File: src/rtl/falling_piece_pkg.sv
// Shared types and default constants for the falling-piece controller.
package falling_piece_pkg;

  typedef enum logic [2:0] {
    ST_IDLE,
    ST_SPAWN,
    ST_FALL,
    ST_LOCK,
    ST_OVER
  } state_e;

  localparam int unsigned DEF_COLS     = 10;
  localparam int unsigned DEF_ROWS     = 20;
  localparam int unsigned DEF_COORD_W  = 5;
  localparam int unsigned DEF_SPAWN_X  = 4;
  localparam int unsigned DEF_TICK_DIV = 50_000_000;
  localparam int unsigned DEF_FAST_DIV = 5_000_000;

  function automatic int unsigned max_u(input int unsigned a, input int unsigned b);
    return (a > b) ? a : b;
  endfunction

endpackage

File: src/rtl/falling_piece_if.sv
// Controller-side bundle: run/move inputs, board probe, piece position and lock strobe.
interface falling_piece_if
  import falling_piece_pkg::*;
#(
  parameter int unsigned COORD_W = DEF_COORD_W
) ();

  logic               en;
  logic               move_left;
  logic               move_right;
  logic               soft_drop;
  logic [COORD_W-1:0] probe_x;
  logic [COORD_W-1:0] probe_y;
  logic               probe_hit;
  logic [COORD_W-1:0] current_x;
  logic [COORD_W-1:0] current_y;
  logic               tick;
  logic               lock_valid;
  logic [COORD_W-1:0] lock_x;
  logic [COORD_W-1:0] lock_y;
  logic               game_over;

  modport master (
    input  en, move_left, move_right, soft_drop, probe_hit,
    output probe_x, probe_y, current_x, current_y, tick,
           lock_valid, lock_x, lock_y, game_over
  );

  modport slave (
    output en, move_left, move_right, soft_drop, probe_hit,
    input  probe_x, probe_y, current_x, current_y, tick,
           lock_valid, lock_x, lock_y, game_over
  );

endinterface

File: src/rtl/gravity_tick_gen.sv
// Gravity divider: counts 0..DIV-1 while running and pulses a registered tick on wrap.
module gravity_tick_gen
  import falling_piece_pkg::*;
#(
  parameter int unsigned TICK_DIV = DEF_TICK_DIV,
  parameter int unsigned FAST_DIV = DEF_FAST_DIV
) (
  input  logic clk,
  input  logic rst,
  input  logic run,
  input  logic clear,
  input  logic fast,
  output logic tick
);

  localparam int unsigned MAX_DIV = max_u(TICK_DIV, FAST_DIV);
  localparam int unsigned CNT_W   = (MAX_DIV > 1) ? $clog2(MAX_DIV) : 1;

  logic [CNT_W-1:0] cnt;
  logic [CNT_W-1:0] div_m1;

  assign div_m1 = fast ? CNT_W'(FAST_DIV - 1) : CNT_W'(TICK_DIV - 1);

  // A tick interrupted by a pause is re-armed by parking the count at the top.
  always_ff @(posedge clk or negedge rst) begin
    if (!rst) begin
      cnt  <= '0;
      tick <= 1'b0;
    end else if (clear) begin
      cnt  <= '0;
      tick <= 1'b0;
    end else if (!run) begin
      tick <= 1'b0;
      if (tick) cnt <= div_m1;
    end else if (cnt >= div_m1) begin
      cnt  <= '0;
      tick <= 1'b1;
    end else begin
      cnt  <= cnt + CNT_W'(1);
      tick <= 1'b0;
    end
  end

endmodule

File: src/rtl/falling_piece_ctrl.sv
// Single-cell falling-piece controller: spawn, gravity, lateral moves, lock and game over.
// Build option SOFT_DROP_EN: when defined, soft_drop selects the fast gravity divider.
module falling_piece_ctrl
  import falling_piece_pkg::*;
#(
  parameter int unsigned COLS     = DEF_COLS,
  parameter int unsigned ROWS     = DEF_ROWS,
  parameter int unsigned COORD_W  = DEF_COORD_W,
  parameter int unsigned SPAWN_X  = DEF_SPAWN_X,
  parameter int unsigned TICK_DIV = DEF_TICK_DIV,
  parameter int unsigned FAST_DIV = DEF_FAST_DIV
) (
  input  logic              clk,
  input  logic              rst,
  falling_piece_if.master   bus
);

  localparam logic [COORD_W-1:0] X_MAX   = COORD_W'(COLS - 1);
  localparam logic [COORD_W-1:0] Y_MAX   = COORD_W'(ROWS - 1);
  localparam logic [COORD_W-1:0] X_SPAWN = COORD_W'(SPAWN_X);

  state_e             state;
  logic [COORD_W-1:0] cur_x;
  logic [COORD_W-1:0] cur_y;
  logic [COORD_W-1:0] lock_x;
  logic [COORD_W-1:0] lock_y;
  logic               lock_valid;
  logic               game_over;
  logic               tick;
  logic               fast;
  logic               active;
  logic               step;
  logic               go_left;
  logic               go_right;
  logic [COORD_W-1:0] probe_x;
  logic [COORD_W-1:0] probe_y;

`ifdef SOFT_DROP_EN
  assign fast = bus.soft_drop;
`else
  logic unused_soft_drop;
  assign unused_soft_drop = bus.soft_drop;
  assign fast             = 1'b0;
`endif

  gravity_tick_gen #(
    .TICK_DIV (TICK_DIV),
    .FAST_DIV (FAST_DIV)
  ) u_tick (
    .clk   (clk),
    .rst   (rst),
    .run   (active),
    .clear (state != ST_FALL),
    .fast  (fast),
    .tick  (tick)
  );

  // One probe per cycle: spawn cell, then gravity, then a single-direction move.
  always_comb begin
    active   = bus.en && (state == ST_FALL);
    step     = active && tick;
    go_left  = active && !tick && bus.move_left && !bus.move_right && (cur_x != '0);
    go_right = active && !tick && bus.move_right && !bus.move_left && (cur_x != X_MAX);
    probe_x  = cur_x;
    probe_y  = cur_y;
    if (state == ST_SPAWN) begin
      probe_x = X_SPAWN;
      probe_y = '0;
    end else if (step) begin
      if (cur_y != Y_MAX) probe_y = cur_y + COORD_W'(1);
    end else if (go_left) begin
      probe_x = cur_x - COORD_W'(1);
    end else if (go_right) begin
      probe_x = cur_x + COORD_W'(1);
    end
  end

  always_ff @(posedge clk or negedge rst) begin
    if (!rst) begin
      state      <= ST_IDLE;
      cur_x      <= X_SPAWN;
      cur_y      <= '0;
      lock_valid <= 1'b0;
      lock_x     <= '0;
      lock_y     <= '0;
      game_over  <= 1'b0;
    end else begin
      lock_valid <= 1'b0;
      if (bus.en) begin
        case (state)
          ST_IDLE:  state <= ST_SPAWN;
          ST_SPAWN: begin
            if (bus.probe_hit) begin
              state     <= ST_OVER;
              game_over <= 1'b1;
            end else begin
              cur_x <= X_SPAWN;
              cur_y <= '0;
              state <= ST_FALL;
            end
          end
          ST_FALL: begin
            if (step) begin
              if ((cur_y == Y_MAX) || bus.probe_hit) begin
                state      <= ST_LOCK;
                lock_valid <= 1'b1;
                lock_x     <= cur_x;
                lock_y     <= cur_y;
              end else begin
                cur_y <= cur_y + COORD_W'(1);
              end
            end else if (go_left && !bus.probe_hit) begin
              cur_x <= cur_x - COORD_W'(1);
            end else if (go_right && !bus.probe_hit) begin
              cur_x <= cur_x + COORD_W'(1);
            end
          end
          ST_LOCK: state <= ST_SPAWN;
          ST_OVER: state <= ST_OVER;
          default: state <= ST_IDLE;
        endcase
      end
    end
  end

  assign bus.probe_x    = probe_x;
  assign bus.probe_y    = probe_y;
  assign bus.current_x  = cur_x;
  assign bus.current_y  = cur_y;
  assign bus.tick       = tick;
  assign bus.lock_valid = lock_valid;
  assign bus.lock_x     = lock_x;
  assign bus.lock_y     = lock_y;
  assign bus.game_over  = game_over;

endmodule
File: src/flat_wrapper.sv
// flat-port wrapper written by rule: the top's interface ports become plain ports
module falling_piece_ctrl_flat import falling_piece_pkg::*;
#(
  parameter int unsigned COLS     = DEF_COLS,
  parameter int unsigned ROWS     = DEF_ROWS,
  parameter int unsigned COORD_W  = DEF_COORD_W,
  parameter int unsigned SPAWN_X  = DEF_SPAWN_X,
  parameter int unsigned TICK_DIV = DEF_TICK_DIV,
  parameter int unsigned FAST_DIV = DEF_FAST_DIV
)
  (clk, rst, bus_en, bus_move_left, bus_move_right, bus_soft_drop, bus_probe_hit, bus_probe_x, bus_probe_y, bus_current_x, bus_current_y, bus_tick, bus_lock_valid, bus_lock_x, bus_lock_y, bus_game_over);
  falling_piece_if #(.COORD_W(COORD_W)) bus_i ();
  input  logic clk;
  input  logic rst;
  input wire logic [$bits(bus_i.en)-1:0] bus_en;
  input wire logic [$bits(bus_i.move_left)-1:0] bus_move_left;
  input wire logic [$bits(bus_i.move_right)-1:0] bus_move_right;
  input wire logic [$bits(bus_i.soft_drop)-1:0] bus_soft_drop;
  input wire logic [$bits(bus_i.probe_hit)-1:0] bus_probe_hit;
  output wire logic [$bits(bus_i.probe_x)-1:0] bus_probe_x;
  output wire logic [$bits(bus_i.probe_y)-1:0] bus_probe_y;
  output wire logic [$bits(bus_i.current_x)-1:0] bus_current_x;
  output wire logic [$bits(bus_i.current_y)-1:0] bus_current_y;
  output wire logic [$bits(bus_i.tick)-1:0] bus_tick;
  output wire logic [$bits(bus_i.lock_valid)-1:0] bus_lock_valid;
  output wire logic [$bits(bus_i.lock_x)-1:0] bus_lock_x;
  output wire logic [$bits(bus_i.lock_y)-1:0] bus_lock_y;
  output wire logic [$bits(bus_i.game_over)-1:0] bus_game_over;
  assign bus_i.en = bus_en;
  assign bus_i.move_left = bus_move_left;
  assign bus_i.move_right = bus_move_right;
  assign bus_i.soft_drop = bus_soft_drop;
  assign bus_i.probe_hit = bus_probe_hit;
  assign bus_probe_x = bus_i.probe_x;
  assign bus_probe_y = bus_i.probe_y;
  assign bus_current_x = bus_i.current_x;
  assign bus_current_y = bus_i.current_y;
  assign bus_tick = bus_i.tick;
  assign bus_lock_valid = bus_i.lock_valid;
  assign bus_lock_x = bus_i.lock_x;
  assign bus_lock_y = bus_i.lock_y;
  assign bus_game_over = bus_i.game_over;
  falling_piece_ctrl #(.COLS(COLS), .ROWS(ROWS), .COORD_W(COORD_W), .SPAWN_X(SPAWN_X), .TICK_DIV(TICK_DIV), .FAST_DIV(FAST_DIV)) u_core (.clk(clk), .rst(rst), .bus(bus_i));
endmodule
File: config.mk
export PLATFORM = sky130hd
export DESIGN_NAME = falling_piece_ctrl_flat
export DESIGN_NICKNAME = d
export VERILOG_FILES = /design/src/rtl/falling_piece_pkg.sv /design/src/rtl/falling_piece_if.sv /design/src/rtl/gravity_tick_gen.sv /design/src/rtl/falling_piece_ctrl.sv /design/src/flat_wrapper.sv
export SDC_FILE = /design/constraint.sdc
export NUM_CORES = 1
export LEC_CHECK = 0
export CELL_PAD_IN_SITES_DETAIL_PLACEMENT = 1
export CELL_PAD_IN_SITES_GLOBAL_PLACEMENT = 1
export CORE_UTILIZATION = 46
export DETAILED_ROUTE_END_ITERATION = 10
export PLACE_DENSITY = 0.83
export RECOVER_POWER = 25
export SLEW_MARGIN = 5
export SYNTH_ARGS = -nofsm -noshare
export SYNTH_HDL_FRONTEND = slang
export SYNTH_SLANG_ARGS = --single-unit
File: constraint.sdc
create_clock -name clk -period 4.3 [get_ports clk]
set_clock_uncertainty 0.05 [all_clocks]
set_input_delay 0.43 -clock clk [delete_from_list [all_inputs] [get_ports clk]]
set_output_delay 0.43 -clock clk [all_outputs]
set_load 0.01 [all_outputs]
Word-level counts from Yosys, hierarchy flattened
Index checks and enable logic that the tools add are counted.

operators by class
  multiplexer cells = 31
  reductions and logical operators = 26
  equal/unequal tests = 14
  $lt $le $gt $ge = 1
  add/subtract/negate cells = 4

operators with widths
  kind                                                                number
  26-bit 2-to-1 mux                                                   4
  5-bit 2-to-1 mux                                                    14
  26-bit by 1-bit adder with 26-bit output, second input constant     1
  26-bit >= comparator, second input constant                         1
  5-bit case mux with 2 select lines                                  2
  3-bit case mux with 4 select lines                                  1
  1-bit logical AND                                                   11
  5-bit by 1-bit adder with 5-bit output, second input constant       2
  5-bit AND reduction                                                 2
  3-bit 2-to-1 mux                                                    3
  2-bit != test, second input constant                                4
  1-bit 2-to-1 mux                                                    7
  3-bit by 2-bit == test with 1-bit output, second input constant     2
  3-bit AND reduction                                                 2
  5-bit == test, second input constant                                1
  5-bit by 4-bit != test with 1-bit output, second input constant     1
  5-bit != test, second input constant                                1
  5-bit nonzero test                                                  1
  5-bit by 1-bit subtractor with 5-bit output, second input constant  1
  1-bit zero test                                                     4
  4-bit AND reduction                                                 1
  3-bit by 1-bit == test with 1-bit output, second input constant     1
  3-bit == test, second input constant                                1
  3-bit zero test                                                     1
  7 further kinds                                                     7

word-level totals
  output and inout bits = 33
  word-level logic and storage cells = 85
  flip-flop bits (word level) = 52
  input bits = 7

Logic depth before layout (Yosys ltp)
  depth after elaboration = 11
  gate-level depth with buffers = 8
  gate-level depth less buffers = 7

Modules after synthesis
From an unflattened synthesis, not the netlist that was laid out.

second synthesis, totals
  cells, all modules = 439
  area total of the unflattened synthesis = 3818.7 µm²

by module, submodules not included
  module              sequential area each (µm²)  area an instance (µm²)  cells each  instances
  gravity_tick_gen    675.6                       2230.9                  264         1
  falling_piece_ctrl  626.9                       1587.8                  175         1

Worst setup path before layout
Ideal clock, no wire load.

  path kind = register to output
  start = register u_core.cur_x[0] (netlist: u_core.bus.current_x[0])
  end = output port bus_probe_x[1]
  setup slack = 1832 ps
  data required time = 3820 ps
  cell stages (with the launch flop) = 8
  arrival = 1988 ps
  path buffers = 0
  cell sequence = dfrtp_1 > inv_1 > ha_1 > nor4b_2 > or4_4 > o21ai_1 > nand2_1 > a221oi_1

on the way
  longest elaborated chain between the ends = 6
  elaborated cells between the ends (all ways) = 10
  classes of those cells = 2 x add/sub; 1 x eq/ne; 4 x mux; 3 x reduce/logical

ends and longest elaborated chain
  element                                                                                         line                       RTL
  start, declared                                                                                 falling_piece_ctrl.sv:23   logic [COORD_W-1:0] cur_x;
  start signal, assigned                                                                          falling_piece_ctrl.sv:113  cur_x <= cur_x - COORD_W'(1);
  start signal, assigned                                                                          falling_piece_ctrl.sv:115  cur_x <= cur_x + COORD_W'(1);
  parallel branches: the longest is 3 deep, another holds 5-bit by 1-bit adder with 5-bit output  n/a
  5-bit 2-to-1 mux *                                                                              falling_piece_ctrl.sv:71   end else if (go_left) begin
  5-bit 2-to-1 mux *                                                                              falling_piece_ctrl.sv:69   end else if (step) begin
  5-bit 2-to-1 mux *                                                                              falling_piece_ctrl.sv:66   if (state == ST_SPAWN) begin
  end, declared                                                                                   flat_wrapper.sv:20         output wire logic [$bits(bus_i.probe_x)-1:0] bus_probe_x;

Mark *: on every way between the ends.

Worst setup path in the final report
  start = input port bus_en
  end = output port bus_probe_x[1]

on the way
  longest elaborated chain between the ends = 9
  elaborated cells between the ends (all ways) = 13
  classes of those cells = 4 x mux; 9 x reduce/logical

ends and longest elaborated chain
  element                          line                                                RTL
  start, declared                  flat_wrapper.sv:15                                  input wire logic [$bits(bus_i.en)-1:0] bus_en;
  1-bit logical AND *              falling_piece_ctrl.sv:60                            active = bus.en && (state == ST_FALL);
  1-bit logical AND                falling_piece_ctrl.sv:62, falling_piece_ctrl.sv:63
  1-bit logical AND (3 in series)  falling_piece_ctrl.sv:63                            go_right = active && !tick && bus.move_right && !bus.move_left && (cur_x != X_MAX);
  5-bit 2-to-1 mux                 falling_piece_ctrl.sv:73                            end else if (go_right) begin
  5-bit 2-to-1 mux                 falling_piece_ctrl.sv:71
  5-bit 2-to-1 mux *               falling_piece_ctrl.sv:69
  5-bit 2-to-1 mux *               falling_piece_ctrl.sv:66

Every way passes the cells marked *; elsewhere a longest branch is shown, timed or not.

==> results by group <==
GRT
  • Antenna violations before repair: 0
  • Total Routing Usage GR: 27.5%
  • GR Overflow Total: 0
  • First-pass GRT wire length: 16.2 mm
  • Vias in the first global route: 3359
  • Largest net degree at the start of global routing: 53

Route
  • Pre-antenna DRT Iters: 4
  • Drt initial violations: 105
  • Routed vias: 3130
  • Post-route ant nets: 0
  • Post-DR vias/cell: ~6.3
  • DRT Wirelength: 9.69 mm
  • Avg WL per Cell: 19.4 um
  • DRC Markers: 0

Layout
  • Layout Cells excl Fill: 500
  • Layout Utilization: a little under three fifths
  • Multi-input logic area: 0.00191 mm2
  • Most frequent cells in the layout: 51 x dfrtp_1, 37 x clkdlybuf4s50_1, 36 x nand2_1, 27 x nor2_1, 23 x o21ai_0
  • Layout Nets: between 400 and 500
  • Most common cell after layout, fill and taps aside: dfrtp_1
  • Antenna cells: 0
  • Layout cell share with drive strength beyond 1: 9.16%
  • Area Growth Syn to Fin: 16.5%
  • Seq. cell area: 0.00130 mm2
  • Filler cells: 840

Placement
  • Routability cong.: 0.857
  • Pre-CTS setup slack: 0.673 ns
  • I/O Buffers: 38
  • Dpl cells: between 400 and 500
  • Hpwl dp: 7.10 mm

Yosys
  • Synth async-reset ratio: 100%
  • Sequential area share after synthesis: about two fifths
  • Synth cell types: 71
  • Syn nets: 384
  • Post-synthesis area per instance: just over 9 um2
  • Post-synth EDFFs: 0
  • Syn. warnings: 0
  • Mapped Cells: about 370
  • Post-synth top flop: dfrtp_1
  • Post-synthesis register bit count: 52
  • Netlist Area Pre-Place: 0.00337 mm2

Status
  • Outcome: finished with violations
  • Violated checks: max-capacitance violations, max-slew violations

STA
  • Fin. Hold Viols: 0
  • Setup violators final: 0
  • Setup WS post-layout: 0.636 ns
  • Final Cycle Share: between 80% and 90%
  • Worst slew margin: -100%
  • RSZ-0062 raised after global routing: false
  • Setup TNS: 0 ns
  • Fin. max-slew vios: 53
  • Post-route minimum period: 3.66 ns
  • Slew @ Worst Pin: 3.00 ns
  • Hold Slack: between 0.4 and 0.5 ns
  • Achievable Freq: between 200 and 300 MHz

Critical path
  • Delay of the slowest critical-path stage: 0.67 ns
  • Worst path cell trace: clkdlybuf4s50_1 > nand4bb_1 > or4_4 > o21ai_1 > nand2_1 > a221oi_1 > clkdlybuf4s50_1
  • WS Path Type: in -> out
  • Startpoint Class: input port
  • Most Frequent Cell on Critical Path: clkdlybuf4s50_1
  • Worst endpoint required time: 3.82 ns
  • Worst Path Buf+Inv: 2
  • Critical path's slowest cell: or4_4
  • Worst setup startpoint: bus_en
  • Critical Path End Type: output port
  • Max FO, Critical Path: 5
  • Dominant delay contributor by cell family on the critical path: buffers and inverters
  • Reg2reg start: u_core.state[0]$_DFFE_PN0P_
  • Crit path DAT: between 3 and 4 ns

Clock tree
  • Later-pin clock latency in the skew report: between 0.3 and 0.4 ns
  • H-tree Lvls: 2
  • CTS buffer count: 5
  • Post-CTS setup buffer count: 0
  • CTS max path bufs: 2
  • CTS tree: yes
  • Clk sink count: 52
  • Worst-path clk slew: 0.10 ns
  • Hold-fix buffers at CTS: 0
  • PostCTS Resize Cnt: 0
  • CTS root buf: clkbuf_8

Worst hold path
  • Worst hold path class: reg -> reg
  • Min-delay src: u_core.bus.lock_y[3]$_DFFE_PN0P_

Pwr
  • Cell Pwr Density: 356 mW/mm2
  • Leakage: 1.53 nW
  • VDD IR max: roughly 0.15 mV

Die
  • # rows: 30
  • Starting Density: 48.5%
  • Die ar.: 0.00767 mm2
  • Die width: 87.6 um
  • Core area: approximately 0.0069 mm2
  • Chip height: 87.6 um
  • Io pins: 40

Flow run
  • Max-cap violations: 1
## where the power goes
part,internal [mW],total (mW),switching (mW)
registers,0.543,0.637,0.0938
logic,0.185,0.424,0.238
clock network,0.173,0.336,0.163
## per-stage QoR
step	power, mW	instance area, um2
floorplan	0.906	3370
global placement	1.05	3820
detailed placement	1.07	3820
CTS	1.41	3930
global route	1.48	3920
finish	1.40	3920
## worst reg2reg max path: cells and delay by family, from the launching register on
kind / cells / cell delay (ns)
buffers and inverters: 1 / 0.31
AOI/OAI and AO/OA: 3 / 0.65
DFF: 1 / 0.49
and+or+nand+nor: 2 / 0.90
## synthesized netlist by cell type (all sizes together) (3+ instances only)
| master | number | area [um2] |
|---|---|---|
| dfrtp | 51 | 1280 |
| nand3 | 21 | 105 |
| xnor2 | 8 | 70.1 |
| ha | 6 | 75.1 |
| o211ai | 3 | 22.5 |
| nor2 | 29 | 119 |
| o2bb2ai | 5 | 43.8 |
| a21oi | 9 | 45.0 |
| a21o | 3 | 22.5 |
| o21ai | 28 | 144 |
| mux2 | 7 | 78.8 |
| nand2 | 36 | 135 |
| clkbuf | 10 | 37.5 |
| buf | 10 | 57.6 |
| nor4 | 3 | 63.8 |
| o22ai | 8 | 50.1 |
| a31oi | 4 | 25.0 |
| a2111oi | 3 | 32.5 |
| nor3b | 5 | 37.5 |
| and2 | 4 | 25.0 |
| o21a | 6 | 45.0 |
| o31a | 4 | 35.0 |
| and3 | 11 | 68.8 |
| o22a | 3 | 26.3 |
| a22oi | 3 | 22.5 |
| o311ai | 5 | 43.8 |
| a22o | 3 | 26.3 |
| nand4 | 4 | 25.0 |
| o41ai | 3 | 26.3 |
| o31ai | 9 | 72.6 |
| inv | 15 | 56.3 |
| nor4b | 6 | 65.1 |
| nor3 | 9 | 45.0 |
| nand2b | 5 | 31.3 |
## final timing paths
check | slack (ns) | end | cells after the start
worst max-delay path | 0.64 | bus_probe_x[1] | 7
worst min-delay path | 0.44 | u_core.bus.lock_y[3]$_DFFE_PN0P_ | 2
worst max register to register | 1.78 | u_core.bus.current_y[2]$_DFFE_PN0P_ | 6
worst min register to register | 0.44 | u_core.bus.lock_y[3]$_DFFE_PN0P_ | 2
max in group asynchronous | 1.35 | u_core.u_tick.cnt[14]$_DFFE_PN0P_ | 2
min in group asynchronous | 1.14 | u_core.bus.lock_y[2]$_DFFE_PN0P_ | 2
## cell families after synthesis
group,after synthesis,synth area share [%]
xor+xnor,9,2.34
buf+inv,35,4.50
mux,9,2.94
flops,52,38.7
compound gates,116,24.8
fa+ha+maj,6,2.23
simple gates,144,24.5
## sequential cells by signal, summed over array words and instances, names as in the netlist
name and cells:
u_core.bus.current_x 5, u_core.bus.current_y 5, u_core.bus.game_over 1, u_core.bus.lock_valid 1, u_core.bus.lock_x 5, u_core.bus.lock_y 5
u_core.state 3, u_core.u_tick.cnt 26, u_core.u_tick.tick 1
## routing by layer
layer | vias to the layer above | track usage, % | routed length, um
met5 | - | 0 | 0
met4 | 0 | 13.1 | 287
met3 | 24 | 5.09 | 423
met2 | 93 | 49.4 | 5090
met1 | 1552 | 31.5 | 3890
li1 | 1461 | - | -
## layout make-up
| cell class | instances | share of cell area (%) |
|---|---|---|
| well taps | 96 | 3.06 |
| clock buffers | 6 | 1.85 |
| flip-flops and latches | 52 | 33.2 |
| repair buffers | 45 | 10.8 |
| multi-input cells | 284 | 48.8 |
| clock inverters | 2 | 0.893 |
| inverters | 15 | 1.43 |
Note: power is estimated with default switching activity, not from simulation.
